File: src/rtl/fpu_pkg.sv
`default_nettype none
// +--------------------------------------------------------------------+
// | fpu_pkg                                                            |
// | Shared widths and normaliser state encoding for the FPU add path.  |
// | Rev 1.0                                                            |
// +--------------------------------------------------------------------+
package fpu_pkg;

    localparam int FPU_EXP_W  = 8;
    localparam int FPU_MANT_W = 28;
    localparam int FPU_STEP   = 4;

    typedef enum logic [1:0] {
        IDLE  = 2'd0,
        EVAL  = 2'd1,
        SHIFT = 2'd2,
        DONE  = 2'd3
    } norm_state_t;

endpackage
`default_nettype wire

File: src/rtl/fpu_lzc.sv
`default_nettype none
// +--------------------------------------------------------------------+
// | fpu_lzc                                                            |
// | Combinational leading-zero count; an all-zero input returns WIDTH. |
// | Rev 1.0                                                            |
// +--------------------------------------------------------------------+
module fpu_lzc
    import fpu_pkg::*;
#(
    parameter int WIDTH = FPU_MANT_W,
    parameter int CNT_W = $clog2(WIDTH + 1)
) (
    input  logic [WIDTH-1:0] i_data,
    output logic [CNT_W-1:0] o_count
);

    // Scanning upward lets the highest set bit write last and win.
    always_comb begin
        o_count = CNT_W'(WIDTH);
        for (int i = 0; i < WIDTH; i++) begin
            if (i_data[i]) begin
                o_count = CNT_W'(WIDTH - 1 - i);
            end
        end
    end

endmodule
`default_nettype wire

File: src/rtl/fpu_norm_sequencer.sv
`default_nettype none
// +--------------------------------------------------------------------+
// | fpu_norm_sequencer                                                 |
// | Multi-cycle post-ALU normaliser: carry right-shift or iterative    |
// | left-normalisation with overflow/underflow/zero flags.             |
// | Rev 1.0                                                            |
// +--------------------------------------------------------------------+
module fpu_norm_sequencer
    import fpu_pkg::*;
#(
    parameter int EXP_W  = FPU_EXP_W,
    parameter int MANT_W = FPU_MANT_W,
    parameter int STEP   = FPU_STEP
) (
    input  logic              i_clk,
    input  logic              i_rst_n,
    input  logic              i_valid,
    output logic              o_ready,
    input  logic [EXP_W-1:0]  i_exp,
    input  logic              i_c_alu,
    input  logic [MANT_W-1:0] i_mant,
    output logic              o_valid,
    input  logic              i_ready,
    output logic [EXP_W-1:0]  o_exp,
    output logic [MANT_W-1:0] o_mant,
    output logic              o_overflow,
    output logic              o_underflow,
    output logic              o_zero,
    output logic [4:0]        o_cycles
);

    localparam int LZ_W = $clog2(MANT_W + 1);
    localparam int SW   = (EXP_W > LZ_W) ? EXP_W : LZ_W;

    localparam logic [SW-1:0]  c_STEP    = SW'(STEP);
    localparam logic [EXP_W:0] c_EXP_MAX = {1'b0, {EXP_W{1'b1}}};

    norm_state_t       r_state;
    logic [EXP_W-1:0]  r_exp;
    logic              r_c_alu;
    logic [MANT_W-1:0] r_mant;

    logic [LZ_W-1:0]   w_lzc;
    logic [SW-1:0]     w_shamt;
    logic [EXP_W:0]    w_fin_exp;
    logic [MANT_W-1:0] w_fin_mant;
    logic              w_fin_zero;
    logic              w_fin_uf;
    logic              w_fin_ovf;
    logic              w_to_done;

    fpu_lzc #(
        .WIDTH (MANT_W),
        .CNT_W (LZ_W)
    ) u_lzc (
        .i_data  (r_mant),
        .o_count (w_lzc)
    );

    // Shift amount is bounded by the step size and by the remaining exponent.
    always_comb begin
        w_shamt = SW'(w_lzc);
        if (c_STEP < w_shamt) begin
            w_shamt = c_STEP;
        end
        if (SW'(r_exp) < w_shamt) begin
            w_shamt = SW'(r_exp);
        end
    end

    // Result that would be presented if DONE is entered on this edge.
    always_comb begin
        w_fin_exp  = {1'b0, r_exp};
        w_fin_mant = r_mant;
        w_fin_zero = 1'b0;
        w_fin_uf   = 1'b0;
        w_to_done  = 1'b0;
        if (r_state == EVAL) begin
            if (r_c_alu) begin
                w_fin_exp  = {1'b0, r_exp} + {{EXP_W{1'b0}}, 1'b1};
                w_fin_mant = {1'b1, r_mant[MANT_W-1:2], r_mant[1] | r_mant[0]};
                w_to_done  = 1'b1;
            end else if (r_mant == '0) begin
                w_fin_exp  = '0;
                w_fin_zero = 1'b1;
                w_to_done  = 1'b1;
            end else if (r_mant[MANT_W-1]) begin
                w_to_done  = 1'b1;
            end
        end else if ((r_state == SHIFT) && (w_shamt == '0)) begin
            w_fin_uf  = (r_exp == '0) && !r_mant[MANT_W-1];
            w_to_done = 1'b1;
        end
    end

    assign w_fin_ovf = (w_fin_exp >= c_EXP_MAX);

    always_ff @(posedge i_clk or negedge i_rst_n) begin
        if (!i_rst_n) begin
            r_state     <= IDLE;
            r_exp       <= '0;
            r_c_alu     <= 1'b0;
            r_mant      <= '0;
            o_ready     <= 1'b0;
            o_valid     <= 1'b0;
            o_exp       <= '0;
            o_mant      <= '0;
            o_overflow  <= 1'b0;
            o_underflow <= 1'b0;
            o_zero      <= 1'b0;
            o_cycles    <= '0;
        end else begin
            unique case (r_state)
                IDLE: begin
                    if (i_valid && o_ready) begin
                        r_exp       <= i_exp;
                        r_c_alu     <= i_c_alu;
                        r_mant      <= i_mant;
                        o_overflow  <= 1'b0;
                        o_underflow <= 1'b0;
                        o_zero      <= 1'b0;
                        o_cycles    <= '0;
                        o_ready     <= 1'b0;
                        r_state     <= EVAL;
                    end else begin
                        o_ready <= 1'b1;
                    end
                end
                EVAL: begin
                    r_state <= SHIFT;
                end
                SHIFT: begin
                    if (w_shamt != '0) begin
                        r_mant <= r_mant << w_shamt;
                        r_exp  <= r_exp - EXP_W'(w_shamt);
                        if (o_cycles != 5'd31) begin
                            o_cycles <= o_cycles + 5'd1;
                        end
                    end
                end
                DONE: begin
                    if (i_ready) begin
                        o_valid <= 1'b0;
                        o_ready <= 1'b1;
                        r_state <= IDLE;
                    end
                end
                default: begin
                    r_state <= IDLE;
                end
            endcase

            // DONE entry overrides the EVAL/SHIFT next-state chosen above.
            if (w_to_done) begin
                o_exp       <= w_fin_ovf ? {EXP_W{1'b1}} : w_fin_exp[EXP_W-1:0];
                o_mant      <= w_fin_ovf ? '0 : w_fin_mant;
                o_overflow  <= w_fin_ovf;
                o_underflow <= w_fin_uf;
                o_zero      <= w_fin_zero;
                o_valid     <= 1'b1;
                r_state     <= DONE;
            end
        end
    end

endmodule
`default_nettype wire

File: config.mk
export PLATFORM = sky130hd
export DESIGN_NAME = fpu_norm_sequencer
export DESIGN_NICKNAME = d
export VERILOG_FILES = /design/src/rtl/fpu_pkg.sv /design/src/rtl/fpu_lzc.sv /design/src/rtl/fpu_norm_sequencer.sv
export SDC_FILE = /design/constraint.sdc
export NUM_CORES = 1
export LEC_CHECK = 0
export BUFFER_PORTS_ARGS = -buffer_cell sky130_fd_sc_hd__buf_2
export CAP_MARGIN = 0
export CORE_AREA = 10 10 120 122
export CTS_CLUSTER_SIZE = 20
export DETAILED_ROUTE_END_ITERATION = 8
export DIE_AREA = 0 0 130 132
export MAX_ROUTING_LAYER = met4
export PLACE_DENSITY_LB_ADDON = 0.08
export REMOVE_ABC_BUFFERS = 1
export SLEW_MARGIN = 15
export SYNTH_ARGS = -nofsm -noshare
export SYNTH_HDL_FRONTEND = slang
export SYNTH_SLANG_ARGS = --single-unit
File: constraint.sdc
create_clock -name i_clk -period 4.1 [get_ports i_clk]
set_clock_uncertainty 0.05 [all_clocks]
set_input_delay 0.82 -clock i_clk [delete_from_list [all_inputs] [get_ports i_clk]]
set_output_delay 0.82 -clock i_clk [all_outputs]
set_load 0.01 [all_outputs]
Word level (Yosys, flattened, before mapping)
Index checks and enable logic that the tools add are counted.
- bits in registers: 85
- input bits: 41
- output and inout bits: 46
- word-level logic and storage cells: 125
- add/subtract/negate cells: 3
- order comparisons: 3
- equal/unequal tests: 10
- shift operators: 1
- multiplexer cells: 72
- bitwise logic cells: 1
- reductions and logical operators: 23
- operators with widths (operator ; number):
    $mux 28 ; 5
    $mux 5 ; 20
    $pmux 28 s2 ; 1
    $mux 8 ; 5
    $mux 4 ; 8
    $logic_not 28->1 ; 1
    $shl 28x8->28 ; 1
    $mux 1 ; 20
    $mux 9 ; 2
    $logic_not 8->1 ; 2
    $pmux 8 s2 ; 1
    $mux 3 ; 4
    $reduce_bool 2->1 ; 6
    $pmux 5 s2 ; 1
    $add 8x1->9 const B ; 1
    $ge 9x8->1 const B ; 1
    $lt 8x8->1 ; 1
    $reduce_and 2->1 ; 4
    $reduce_bool 8->1 ; 1
    $sub 8x8->8 ; 1
    $mux 2 ; 3
    $ne 3x3->1 const B ; 2
    $pmux 2 s3 ; 1
    $reduce_and 3->1 ; 2
    14 further kinds ; 19

Depth between registers and ports, before layout
- word-level depth: 38
- depth in mapped cells: 21
- depth with buffers taken out: 18

Cells and area by module
From an unflattened synthesis, not the netlist that was laid out.
- cell total of the unflattened synthesis: 760
- area, all modules: 6637.6 µm²
- modules (own cells, without submodules) (module ; times used ; cells an instance ; area an instance (µm²) ; seq. area each (µm²)):
    fpu_norm_sequencer ; 1 ; 700 ; 6301.0 ; 2127.0
    fpu_lzc ; 1 ; 60 ; 336.6 ; 0.0

Worst setup path before layout
OpenSTA, ideal clock, no wires.
- path kind: register to register
- start: reg r_mant[24]
- end: reg r_exp[7]
- setup time: 0.136 ns
- data arrival time: 3.876 ns
- setup slack: 0.038 ns
- stages on the path, launching flop included: 22
- period minus slack after synthesis: 4.062 ns
- path through: dfrtp_1 -> clkbuf_1 -> nor4_1 -> inv_1 -> ha_1 -> and4_1 -> a211o_1 -> a21o_1 -> buf_6 -> mux2i_4 -> inv_2 -> buf_6 -> ha_1 -> nor2b_1 -> o21ai_0 -> nand2b_1 -> a21o_1 -> a21oi_1 -> nor3b_1 -> nand3_1 -> o21ai_0 -> a21oi_1
- cells in the longest elaborated chain, start to end: 11
- elaborated cells on any way between the ends: 14
- those cells by class: add/sub: 1; order compare: 2; eq/ne: 1; mux: 8; reduce/logical: 2
- ends and longest elaborated chain (what ; RTL line ; source):
    from (decl) ; fpu_norm_sequencer.sv:41 ; logic [MANT_W-1:0] r_mant;
    from (signal assigned) ; fpu_norm_sequencer.sv:118 ; r_mant <= i_mant;
    from (signal assigned) ; fpu_norm_sequencer.sv:134 ; r_mant <= r_mant << w_shamt;
    $mux 5 * (4 in series) ; fpu_lzc.sv:21 ; if (i_data[i]) begin
    $lt 3x5->1 ; fpu_norm_sequencer.sv:63 ; if (c_STEP < w_shamt) begin
    $mux 5 * ; fpu_norm_sequencer.sv:63 ;
    $lt 8x8->1 ; fpu_norm_sequencer.sv:66 ; if (SW'(r_exp) < w_shamt) begin
    $mux 8 * ; fpu_norm_sequencer.sv:66 ;
    $sub 8x8->8 / $reduce_bool 8->1 (equally long branches) ; fpu_norm_sequencer.sv:135, fpu_norm_sequencer.sv:133 ;
    $mux 8 / $ne 2x1->1 (equally long branches) ; - ;
    $pmux 8 s2 / $reduce_and 3->1 (equally long branches) ; - ;
    to (signal assigned) ; fpu_norm_sequencer.sv:116 ; r_exp <= i_exp;
    to (signal assigned) ; fpu_norm_sequencer.sv:135 ; r_exp <= r_exp - EXP_W'(w_shamt);
    to (decl) ; fpu_norm_sequencer.sv:39 ; logic [EXP_W-1:0] r_exp;
Every way passes the cells marked *; elsewhere a longest branch is shown, timed or not. The select of a mux whose other input is x is not followed.
A chain may end at the register's enable or synchronous reset.

Worst setup path in the final report
- start: reg r_exp[0]
- end: reg o_mant[8]
- cells in the longest elaborated chain, start to end: 6
- elaborated cells on any way between the ends: 12
- those cells by class: add/sub: 1; order compare: 2; mux: 7; reduce/logical: 2
- ends and longest elaborated chain (what ; RTL line ; source):
    parallel branches: the longest is 6 deep, another holds $add 8x1->9 ; - ;
    to (signal assigned) ; fpu_norm_sequencer.sv:156 ; o_mant <= w_fin_ovf ? '0 : w_fin_mant;
    to (decl) ; fpu_norm_sequencer.sv:25 ; output logic [MANT_W-1:0] o_mant,
Parallel ways; which one is timed is not known.

==> reports/metrics.yaml <==
status:
  status: "finished, final reports clean"
drt:
  first_pass_iters: 6
  drt_iter0_markers: 718
  viasPerCell: 6.45
  route.detailed.drc: 0
  ant_nets: 0
  wl_per_cell_um: 22.4
  vias: 6363
  wirelength_um: 22100
floorplanning:
  die_area_mm2: 0.0172
  placementRows: 40
  coreArea_mm2: 0.0119
  fp.dieH_um: 132
  die_w_um: 130
  initial_utilization_pct: 52.0
  ioPinCount: 87
final_layout:
  num_antenna_cells: 0
  multi_input_area_mm2: 0.00377
  layout_commonest_cell: "nand2_1"
  layout.filler_cells: 1100
  layout-drive-gt1-share_pct: 23.0
  final_nets: 893
  layout_common_cells: "nand2_1 (107), buf_2 (85), dfrtp_1 (83), a21oi_1 (74), o21ai_0 (58)"
  areaGrowthSynthToFinish_pct: 18.2
  regArea_mm2: 0.00213
  post-route-util_pct: 61.4
global_route:
  grt-ovfl-total: 0
  grt.total_usage_pct: 25.9
  antenna_found_initial: 0
  grt_first_pass_wirelength_um: 34500
  grt_max_degree: 86
  grt_pass1_vias: 6153
timing:
  relSlewSlack_pct: 35.5
  max_slew.worst_pin.slew_ns: 0.967
  fin_hold_ws_ns: 0.423
  fin_crit_sh_pct: 95.5
  fin_crit_ns: 3.92
  setup_violations: 0
  drv_slew: 0
  finalHoldViolations: 0
  tns_ns: 0
  max_freq_ghz: 0.255
synthesis:
  synth_warnings: 0
  yosys.area_share.adder_pct: 3.76
  postSynthAreaPerCell_um2: 8.33
  synth-seq-cells: 85
  synth-xor-area-share_pct: 0.424
  synthArstFlopShare_pct: 100
  synth-simple-area-share_pct: 17.6
  ys_seq_area_share_pct: 34.4
  syn-cell-area_mm2: 0.00619
  synth.distinct_cells: 73
  syn-instance-count: 743
  synth-compound-area-share_pct: 30.0
  ys.flop_type: "dfrtp_1"
  synth_top_family_by_area: "compound AO/OA/AOI/OAI gates"
  synth-edff-count: 0
  synth_mux_area_share_pct: 8.16
critical_path:
  crit_path_start: "r_exp[0]$_DFFE_PN0P_"
  crit_chain: "ha_1 > and4_1 > and2_1 > nand2_1 > o31ai_1 > a32oi_1 > or3_1 > o31ai_2 > clkinvlp_4 > a22o_1"
  end_kind: "flop"
  critPathMaxFanout: 14
  critical-path-slowest-cell: "o31ai_2"
  cp_data_arrival_time_ns: 4.10
  cpPeakStageDelay_ns: 0.71
  cp-start-kind: "flop"
  reg2reg_from: "r_exp[0]$_DFFE_PN0P_"
  cp.required_ns: 4.28
  critical_path_class: "flop to flop"
pwr:
  p_leak_uw: 0.00327
  vdd_drop_max_uv: 479
  power_density_mw_per_mm2: 1080
clock_network:
  htreeDepth: 3
  root_buffer: "clkbuf_16"
  clock_latency_ns: 0.35
  ctsLongestPathBuffers: 2
  clk_pin_slew_ns: 0.06
  cts_tree: "done"
  numCtsBuffers: 9
  numClockSinks: 85
worst_hold_path:
  hold_path.class: "flop to flop"
  holdCritStartpoint: "o_exp[0]$_DFFE_PN0P_"
placed_design:
  io_buffers: 86
  dp_hpwl_um: 15800
  gp_congestion: 0.990
run:
  drv_cap: 0
worst paths after layout:
check                                          to  slack [ns]  depth (start not counted)
min in group asynchronous  r_state[0]$_DFFE_PN0P_        0.49                          1
setup / recovery            o_mant[8]$_DFFE_PN0P_        0.18                         10
hold / removal               o_exp[0]$_DFFE_PN0P_        0.42                          2
hold reg to reg              o_exp[0]$_DFFE_PN0P_        0.42                          2
max in group asynchronous  r_mant[27]$_DFFE_PN0P_        2.96                          1
setup reg to reg            o_mant[8]$_DFFE_PN0P_        0.18                         10
repair_timing:
item                       in CTS  in global routing
setup endpoints to repair       1                 37
hold buffers                    0                  0
resized for setup               1                 11
gates cloned                    0                  1
buffers inserted                0                  4
pin swaps                       0                  2
state kept, by name (all words and copies together), names as in the netlist:
| signal | count |
|---|---|
| r_state | 2 |
| o_cycles | 5 |
| o_exp | 8 |
| o_valid | 1 |
| o_mant | 28 |
| o_underflow | 1 |
| o_overflow | 1 |
| o_ready | 1 |
| r_mant | 28 |
| r_exp | 8 |
| o_zero | 1 |
| r_c_alu | 1 |
cell families (layout without fill, tap and decap cells):
| logic type | count (synthesis) | after routing |
|---|---|---|
| buffers and inverters | 73 | 168 |
| XOR/XNOR | 3 | 3 |
| flip-flops | 85 | 85 |
| adder cells (fa/ha/maj) | 18 | 18 |
| AO/OA/AOI/OAI | 281 | 281 |
| other | 1 | 2 |
| AND/OR/NAND/NOR | 236 | 236 |
| multiplexers | 46 | 46 |
metal layers:
layer  track usage (%)  part of all wire, %
met3              5.59                  7.3
met1              33.6                   44
met4              9.13                  2.3
met5                 -                    0
met2              38.9                   47
area by class of cell:
| cell class | instances | share of cell area (%) |
|---|---|---|
| multi-input combinational | 586 | 51.6 |
| sequential | 85 | 29.1 |
| timing repair buffer | 136 | 11.4 |
| clock buffer | 11 | 3.32 |
| tap | 147 | 2.51 |
| clock inverter | 5 | 1.15 |
| inverter | 15 | 0.821 |
| timing repair inverter | 1 | 0.103 |
worst max-delay path: cells and delay by family, from the launching register on:
family / cells / cell delay [ns]
DFF: 1 / 0.58
adders and majority gates: 1 / 0.26
buffers and inverters: 1 / 0.67
AOI/OAI and AO/OA: 4 / 1.41
and+or+nand+nor: 4 / 0.82
cells in the mapped netlist (all sizes together), types with 12 or more instances:
| cell type | instances | area share (%) |
|---|---|---|
| nand2 | 109 | 6.7 |
| inv | 13 | 0.79 |
| nand3 | 21 | 1.7 |
| mux2i | 36 | 6.3 |
| a21oi | 76 | 6.1 |
| nor2 | 48 | 3.1 |
| ha | 17 | 3.4 |
| clkbuf | 40 | 2.4 |
| dfrtp | 85 | 34 |
| and3 | 12 | 1.2 |
| o22ai | 23 | 2.3 |
| buf | 18 | 2.4 |
| a22o | 30 | 4.2 |
| o31ai | 12 | 1.5 |
| o21ai | 67 | 5.4 |
report_power, final:
| part | switching, µW | internal, µW | leakage [µW] |
|---|---|---|---|
| Sequential | 489 | 1240 | 0.00104 |
| Combinational | 3150 | 2130 | 0.00208 |
| Clock | 350 | 552 | 0.000152 |
through the flow:
| stage | instances | total power, µW | cell area (µm²) | worst slack [ns] |
|---|---|---|---|---|
| 2_1_floorplan | 686 | 4940 | 5900 | -1.31 |
| 3_3_place_gp | 965 | 6750 | 6900 | 0.148 |
| 3_5_place_dp | 965 | 6800 | 6900 | 0.00342 |
| 4_1_cts | 981 | 7740 | 7230 | 0.0480 |
| 5_1_grt | 986 | 8500 | 7320 | -0.0271 |
| 6_report | 986 | 7920 | 7320 | 0.184 |
Power figures use the tool's default switching activity.
